File: config.mk
export PLATFORM = sky130hd
export DESIGN_NAME = cp0_unit
export DESIGN_NICKNAME = d
export VERILOG_FILES = /design/src/rtl/cp0_unit.sv
export SDC_FILE = /design/constraint.sdc
export NUM_CORES = 1
export LEC_CHECK = 0
export CORE_ASPECT_RATIO = 1.5
export CORE_UTILIZATION = 39
export DETAILED_ROUTE_END_ITERATION = 8
export HOLD_SLACK_MARGIN = 0.05
export PLACE_DENSITY = 0.8
export SLEW_MARGIN = 20
export SYNTH_ARGS = -nofsm -noshare
export SYNTH_HDL_FRONTEND = slang
export SYNTH_SLANG_ARGS = --single-unit
File: constraint.sdc
create_clock -name clk -period 2.3 [get_ports clk]
set_clock_uncertainty 0.1 [all_clocks]
set_input_delay 0.46 -clock clk [delete_from_list [all_inputs] [get_ports clk]]
set_output_delay 0.46 -clock clk [all_outputs]
set_load 0.05 [all_outputs]
File: src/rtl/cp0_unit.sv
// cp0_unit -- MIPS-style coprocessor 0 for a 5-stage pipeline.
//
// Registers: SR (12), Cause (13), EPC (14), PRId (15, constant).
// Raises Req combinationally when an enabled interrupt or a synchronous
// exception reaches commit. On that same edge it records the cause,
// the restart PC and EXL.
//
// Ports:
//   clk, reset         clock, synchronous active-high reset
//   A1 / DOut          mfc0 read index / combinational read data
//   A2, DIn, WE        mtc0 write index, data, enable
//   PC, BD, ExcCode    victim instruction PC, delay-slot flag, exception code
//   HWInt              hardware interrupt lines (bit 2 = timer)
//   EXLClr             eret commit, clears EXL
//   Req                redirect fetch to handler / flush pipeline
//   EPCOut             current EPC (eret target)
module cp0_unit (
  input  logic        clk,
  input  logic        reset,
  input  logic [4:0]  A1,
  input  logic [4:0]  A2,
  input  logic [31:0] DIn,
  input  logic        WE,
  input  logic [31:0] PC,
  input  logic        BD,
  input  logic [4:0]  ExcCode,
  input  logic [5:0]  HWInt,
  input  logic        EXLClr,
  output logic        Req,
  output logic [31:0] EPCOut,
  output logic [31:0] DOut
);

  localparam logic [4:0]  IDX_SR    = 5'd12;
  localparam logic [4:0]  IDX_CAUSE = 5'd13;
  localparam logic [4:0]  IDX_EPC   = 5'd14;
  localparam logic [4:0]  IDX_PRID  = 5'd15;
  localparam logic [31:0] PRID_VAL  = 32'h0000_5038;

  // Only the architecturally visible fields are stored.
  logic [5:0]  im_reg, im_next;
  logic        exl_reg, exl_next;
  logic        ie_reg, ie_next;
  logic        bd_reg, bd_next;
  logic [5:0]  ip_reg, ip_next;
  logic [4:0]  exc_code_reg, exc_code_next;
  logic [31:2] epc_reg, epc_next;

  logic        int_req;
  logic        exc_req;
  logic        wr_sr;
  logic        wr_epc;
  logic [31:0] victim_pc;
  logic [31:0] sr_word;
  logic [31:0] cause_word;
  logic        unused_victim_low;

  assign int_req = (|(HWInt & im_reg)) & ie_reg & ~exl_reg;
  assign exc_req = (ExcCode != 5'd0) & ~exl_reg;
  assign Req     = int_req | exc_req;

  assign wr_sr  = WE && (A2 == IDX_SR);
  assign wr_epc = WE && (A2 == IDX_EPC);

  // A delay-slot victim restarts at the branch, one word earlier.
  assign victim_pc = BD ? (PC - 32'd4) : PC;
  // Low two bits are always forced to zero in EPC.
  assign unused_victim_low = ^victim_pc[1:0];

  always_comb begin
    im_next       = im_reg;
    exl_next      = exl_reg;
    ie_next       = ie_reg;
    bd_next       = bd_reg;
    ip_next       = HWInt;
    exc_code_next = exc_code_reg;
    epc_next      = epc_reg;
    if (Req) begin
      // Exception entry wins every software update this cycle.
      exl_next      = 1'b1;
      bd_next       = BD;
      exc_code_next = int_req ? 5'd0 : ExcCode;
      epc_next      = victim_pc[31:2];
    end else begin
      if (wr_sr) begin
        im_next  = DIn[15:10];
        exl_next = DIn[1];
        ie_next  = DIn[0];
      end
      // eret beats a coincident mtc0 on the EXL field only.
      if (EXLClr) begin
        exl_next = 1'b0;
      end
      if (wr_epc) begin
        epc_next = DIn[31:2];
      end
    end
  end

  always_ff @(posedge clk) begin
    if (reset) begin
      im_reg       <= '0;
      exl_reg      <= 1'b0;
      ie_reg       <= 1'b0;
      bd_reg       <= 1'b0;
      ip_reg       <= '0;
      exc_code_reg <= '0;
      epc_reg      <= '0;
    end else begin
      im_reg       <= im_next;
      exl_reg      <= exl_next;
      ie_reg       <= ie_next;
      bd_reg       <= bd_next;
      ip_reg       <= ip_next;
      exc_code_reg <= exc_code_next;
      epc_reg      <= epc_next;
    end
  end

  assign sr_word    = {16'd0, im_reg, 8'd0, exl_reg, ie_reg};
  assign cause_word = {bd_reg, 15'd0, ip_reg, 3'd0, exc_code_reg, 2'd0};
  assign EPCOut     = {epc_reg, 2'b00};

  always_comb begin
    DOut = 32'd0;
    case (A1)
      IDX_SR:    DOut = sr_word;
      IDX_CAUSE: DOut = cause_word;
      IDX_EPC:   DOut = EPCOut;
      IDX_PRID:  DOut = PRID_VAL;
      default:   DOut = 32'd0;
    endcase
  end

endmodule
---- Yosys cells after proc, flatten, opt, wreduce, memory -nomap -nowiden ----
Index checks and enable logic that the tools add are counted.
storage, ports and cells
  flip-flop bits (word level) ............. 50
  latch bits .............................. 0
  RAM bits ................................ 0
  bits in read-only memories .............. 0
  input bits .............................. 90
  logic and storage cells ................. 36
  memories kept ........................... 0
operators by class
  $add $sub $neg .......................... 1
  $mul .................................... 0
  divide/modulo/power cells ............... 0
  order comparisons ....................... 0
  equality and inequality tests ........... 6
  shifts and indexed selects .............. 0
  muxes and demuxes ....................... 8
  bitwise gates (word level) .............. 7
  reduce and logical (&&, ||, !) cells .... 7
operators with widths
  cell                                                                   number
  32-bit one-hot mux with 4 select lines                                 1
  30-bit two-way mux                                                     2
  32-bit two-way mux                                                     1
  32-bit by 3-bit subtractor with 32-bit output (second input constant)  1
  5-bit by 4-bit == test with 1-bit output (second input constant)       6
  6-bit AND                                                              1
  6-bit OR reduction                                                     1
  5-bit two-way mux                                                      1
  5-bit nonzero test                                                     1
  1-bit AND                                                              3
  1-bit two-way mux                                                      3
  3-bit nonzero test                                                     1
  1-bit logical AND                                                      2
  1-bit NOT                                                              2
  2-bit AND reduction                                                    1
  2-bit nonzero test                                                     1
  1-bit OR                                                               1

---- Longest topological paths before layout ----
  depth after elaboration ................. 7
  gate-level depth with buffers ........... 7

---- Worst setup path before layout ----
OpenSTA, ideal clock, no wires.
  path type ............................... input-to-output
  start ................................... input A1[0]
  end ..................................... output DOut[0]
  data arrival time ....................... 2.554 ns
  slack ................................... -0.814 ns
  stages .................................. 3
  cells stage by stage .................... clkbuf_1 clkbuf_1 nor4b_1
between the ends
  word-level cells in the longest chain between the ends .. 2
RTL lines
  element                                   RTL line  text
  start: declaration                        20        input logic [4:0] A1,
  5-bit by 4-bit == test with 1-bit output  126       case (A1)
  32-bit one-hot mux with 4 select lines *  126
  end: declaration                          31        output logic [31:0] DOut
Every way passes the cells marked *; elsewhere a longest branch is shown, timed or not.

---- Final worst setup path ----
  start ................................... input PC[19]
  end ..................................... register epc_reg[26] (netlist bit)
between the ends
  word-level cells in the longest chain between the ends .. 3
RTL lines
  element                                        RTL line  text
  start: declaration                             24        input logic [31:0] PC,
  32-bit by 3-bit subtractor with 32-bit output  66        assign victim_pc = BD ? (PC - 32'd4) : PC;
  32-bit two-way mux                             66
  30-bit two-way mux                             78        if (Req) begin
  end signal: assignment                         116       epc_reg <= epc_next;
  end: declaration                               47        logic [31:2] epc_reg, epc_next;
Every way passes these cells.
A chain may end at the register's enable or synchronous reset.

==> results <==
## logic make-up (layout without fill, tap and decap cells)
| family | count (synthesis) | after routing | synth area share, % |
|---|---|---|---|
| xor+xnor | 11 | 11 | 2.64 |
| fa+ha+maj | 1 | 1 | 0.343 |
| flops | 50 | 50 | 27.5 |
| simple gates | 191 | 191 | 32.2 |
| mux | 5 | 5 | 1.37 |
| buf+inv | 85 | 302 | 8.99 |
| compound gates | 127 | 127 | 26.9 |
| other cells | 1 | 2 | 0.103 |
## worst max-delay path: stages
cell	delay (ps)
clkdlybuf4s50_1	460
or4_4	470
buf_4	160
nor2_1	70
or4b_2	600
a31oi_1	210
## cell usage after synthesis, drive strengths merged, types with 4 or more instances
| cell | count |
|---|---|
| nor3 | 9 |
| nor2 | 22 |
| and2 | 19 |
| a311oi | 13 |
| nand2b | 4 |
| or2 | 4 |
| or3 | 8 |
| mux2i | 5 |
| a211oi | 14 |
| nand3 | 9 |
| or3b | 6 |
| dfxtp | 50 |
| o21ai | 8 |
| nand4 | 5 |
| nor4 | 59 |
| nand2 | 11 |
| xnor2 | 5 |
| buf | 5 |
| or4b | 4 |
| a21oi | 14 |
| o31a | 30 |
| o311ai | 6 |
| o41ai | 14 |
| clkbuf | 46 |
| nor2b | 10 |
| or4 | 15 |
| o31ai | 13 |
| inv | 33 |
| a31oi | 5 |
| xor2 | 6 |
## report_power, final
part / internal, mW / total, mW / switching [mW]
sequential: 0.932 / 0.993 / 0.0613
clock: 0.514 / 0.825 / 0.311
combinational: 0.465 / 1.04 / 0.575
## cell type report
class                           count  area, um2  share of cell area [%]
Clock buffer                        6        129                    1.91
Clock inverter                      2       37.5                   0.558
Inverter                           34        128                    1.90
Multi-Input combinational cell    337       2590                    38.6
Sequential cell                    50       1000                    14.9
Tap cell                          110        138                    2.04
Timing Repair Buffer              260       2700                    40.2
## what timing repair did
item / 4_1_cts / 5_1_grt
setup endpoints to repair: 50 / 30
gates cloned: 2 / 2
resized for setup: 47 / 49
pin swaps: 13 / 16
buffers inserted: 6 / 4
## layer usage
layer / track usage, % / share of wire (%) / vias to the layer above
met3: 3.62 / 7.2 / 68
li1: - / - / 2256
met5: 0 / 0 / -
met2: 56.3 / 53 / 317
met4: 17.3 / 5.4 / 0
met1: 33.9 / 35 / 2320
## worst max-delay path by stage
stage	slack [ps]	to	from
2_1_floorplan	-140	DOut[0]	A1[0]
3_3_place_gp	-530	epc_reg[29]$_SDFFE_PP0P_	PC[26]
3_5_place_dp	-570	epc_reg[29]$_SDFFE_PP0P_	PC[26]
4_1_cts	2	epc_reg[29]$_SDFFE_PP0P_	PC[26]
5_1_grt	-60	epc_reg[26]$_SDFFE_PP0P_	PC[22]
6_report	-20	epc_reg[26]$_SDFFE_PP0P_	PC[19]
## metrics by stage
step	hold slack, ps	area, um2	utilization (%)	std cells	total power, mW
after floorplan	371	3770	-	472	1.51
after global placement	397	6270	70.2	777	1.98
after detailed placement	419	6270	70.2	777	2.00
after CTS	427	6540	73.2	793	2.81
after global routing	348	6730	75.4	799	2.96
final	358	6730	75.4	799	2.86
==> metrics.csv <==
stage;metric;value;unit
placement;gp_congestion;0.997;
min_path;hold_end;ip_reg[1]$_SDFF_PP0_;
clocking;cts_tree;yes;
routing;wl_per_cell;19.7;um
routing;finalWirelength;15.8;mm
synthesis;syn_area;3650;um2
clocking;numClockSinks;50;
die;core_area;8930;um2
routing;vias_per_cell;6.21;
job;cap_violations;0;
critical_path;critPathArrivalTime;2430;ps
die;die_h;120;um
routing;firstDrtPassIters;5;
global_routing;grt_pass1_vias;4663;
synthesis;ys.flop_type;dfxtp_1;
clocking;clkLatencyLatePin;290;ps
routing;initialDrtViolationCount;397;
clocking;numCtsBuffers;5;
synthesis;syn_avg_cell_area;7.74;um2
pwr;ir_drop;0.345;mV
clocking;h-tree-depth;2;
sta;final-setup-viol-count;1;
pwr;p_leak;2.58;nW
layout;fin_nets;779;
routing;drc;0;
critical_path;r2r_slack;50;ps
placement;dp_hpwl;11.4;mm
critical_path;r2r-end;epc_reg[17]$_SDFFE_PP0P_;
layout;antenna_cells;0;
global_routing;grt_max_degree;61;
global_routing;gr-usage-all-layers;31.1;%
die;initial_utilization;40.8;%
critical_path;reg2reg_from;im_reg[3]$_SDFFE_PP0P_;
layout;fill_cells;602;
synthesis;synthArstFlopShare;0;%
min_path;worstHoldPathCells;2;
layout;drive_above_1_share;32.5;%
synthesis;netlist.area_leader.share;27.5;%
clocking;postCtsHoldBufs;0;
layout;syn_to_final_growth;84.6;%
min_path;hold_path.startpoint;HWInt[1];
sta;fin_crit_sh;101;%
sta;rsz0062_at_grt;true;
clocking;path_clk_slew;70;ps
layout;final_cell_mix;99 x buf_4, 90 x clkdlybuf4s50_1, 56 x nor4_1;
sta;clock.fmax;431;MHz
layout;layout_commonest_cell;buf_4;
min_path;hp-class;input port to flop;
critical_path;reg2regPathDepth;6;
die;ioPinCount;155;
routing;drt.antenna.violating_nets;0;
global_routing;antenna_found_initial;0;
run_status;violations;setup timing;
sta;finalMaxSlewViolations;0;
placement;port_buffers;150;
critical_path;worstPathMaxFanout;3;
pwr;p_per_area;425;nW/um2
synthesis;synth_top_area_cell;dfxtp_1;
sta;fin_crit;2320;ps
synthesis;synthCells;471;
synthesis;synth_area_leaders;dfxtp_1 27%, nor4_1 10%, o31a_1 7.2%, clkbuf_1 4.7%, inv_1 3.4%;
die;dieArea;9750;um2
sta;relSlewSlack;62.8;%
layout;largest_register_ffs;30;
global_routing;grt_pass1_wl;23.5;mm
die;rows;42;
sta;worst_pin_slew;557;ps
synthesis;synth_cell_type_count;47;
critical_path;critical_path_required;2410;ps
synthesis;synth_edf_count;0;
sta;setup_tns;-18.9;ps
placement;dp_slack;-574;ps
clocking;clk_path_buf_depth;2;
synthesis;yosysSeqAreaShare;27.5;%
sta;hold_viol;0;
critical_path;start_kind;input port;
critical_path;critPathKind;input port to flop;
clocking;root_buffer;clkbuf_16;
run_status;status;finished, violations left;
die;die_w;80.9;um
synthesis;yosysWarnings;0;
routing;vias;4961;
sta;worst_slack;-18.9;ps
global_routing;overflow;0;
critical_path;cp-end-kind;flop;
synthesis;ys_ff_latch;50;
Power figures use the tool's default switching activity.
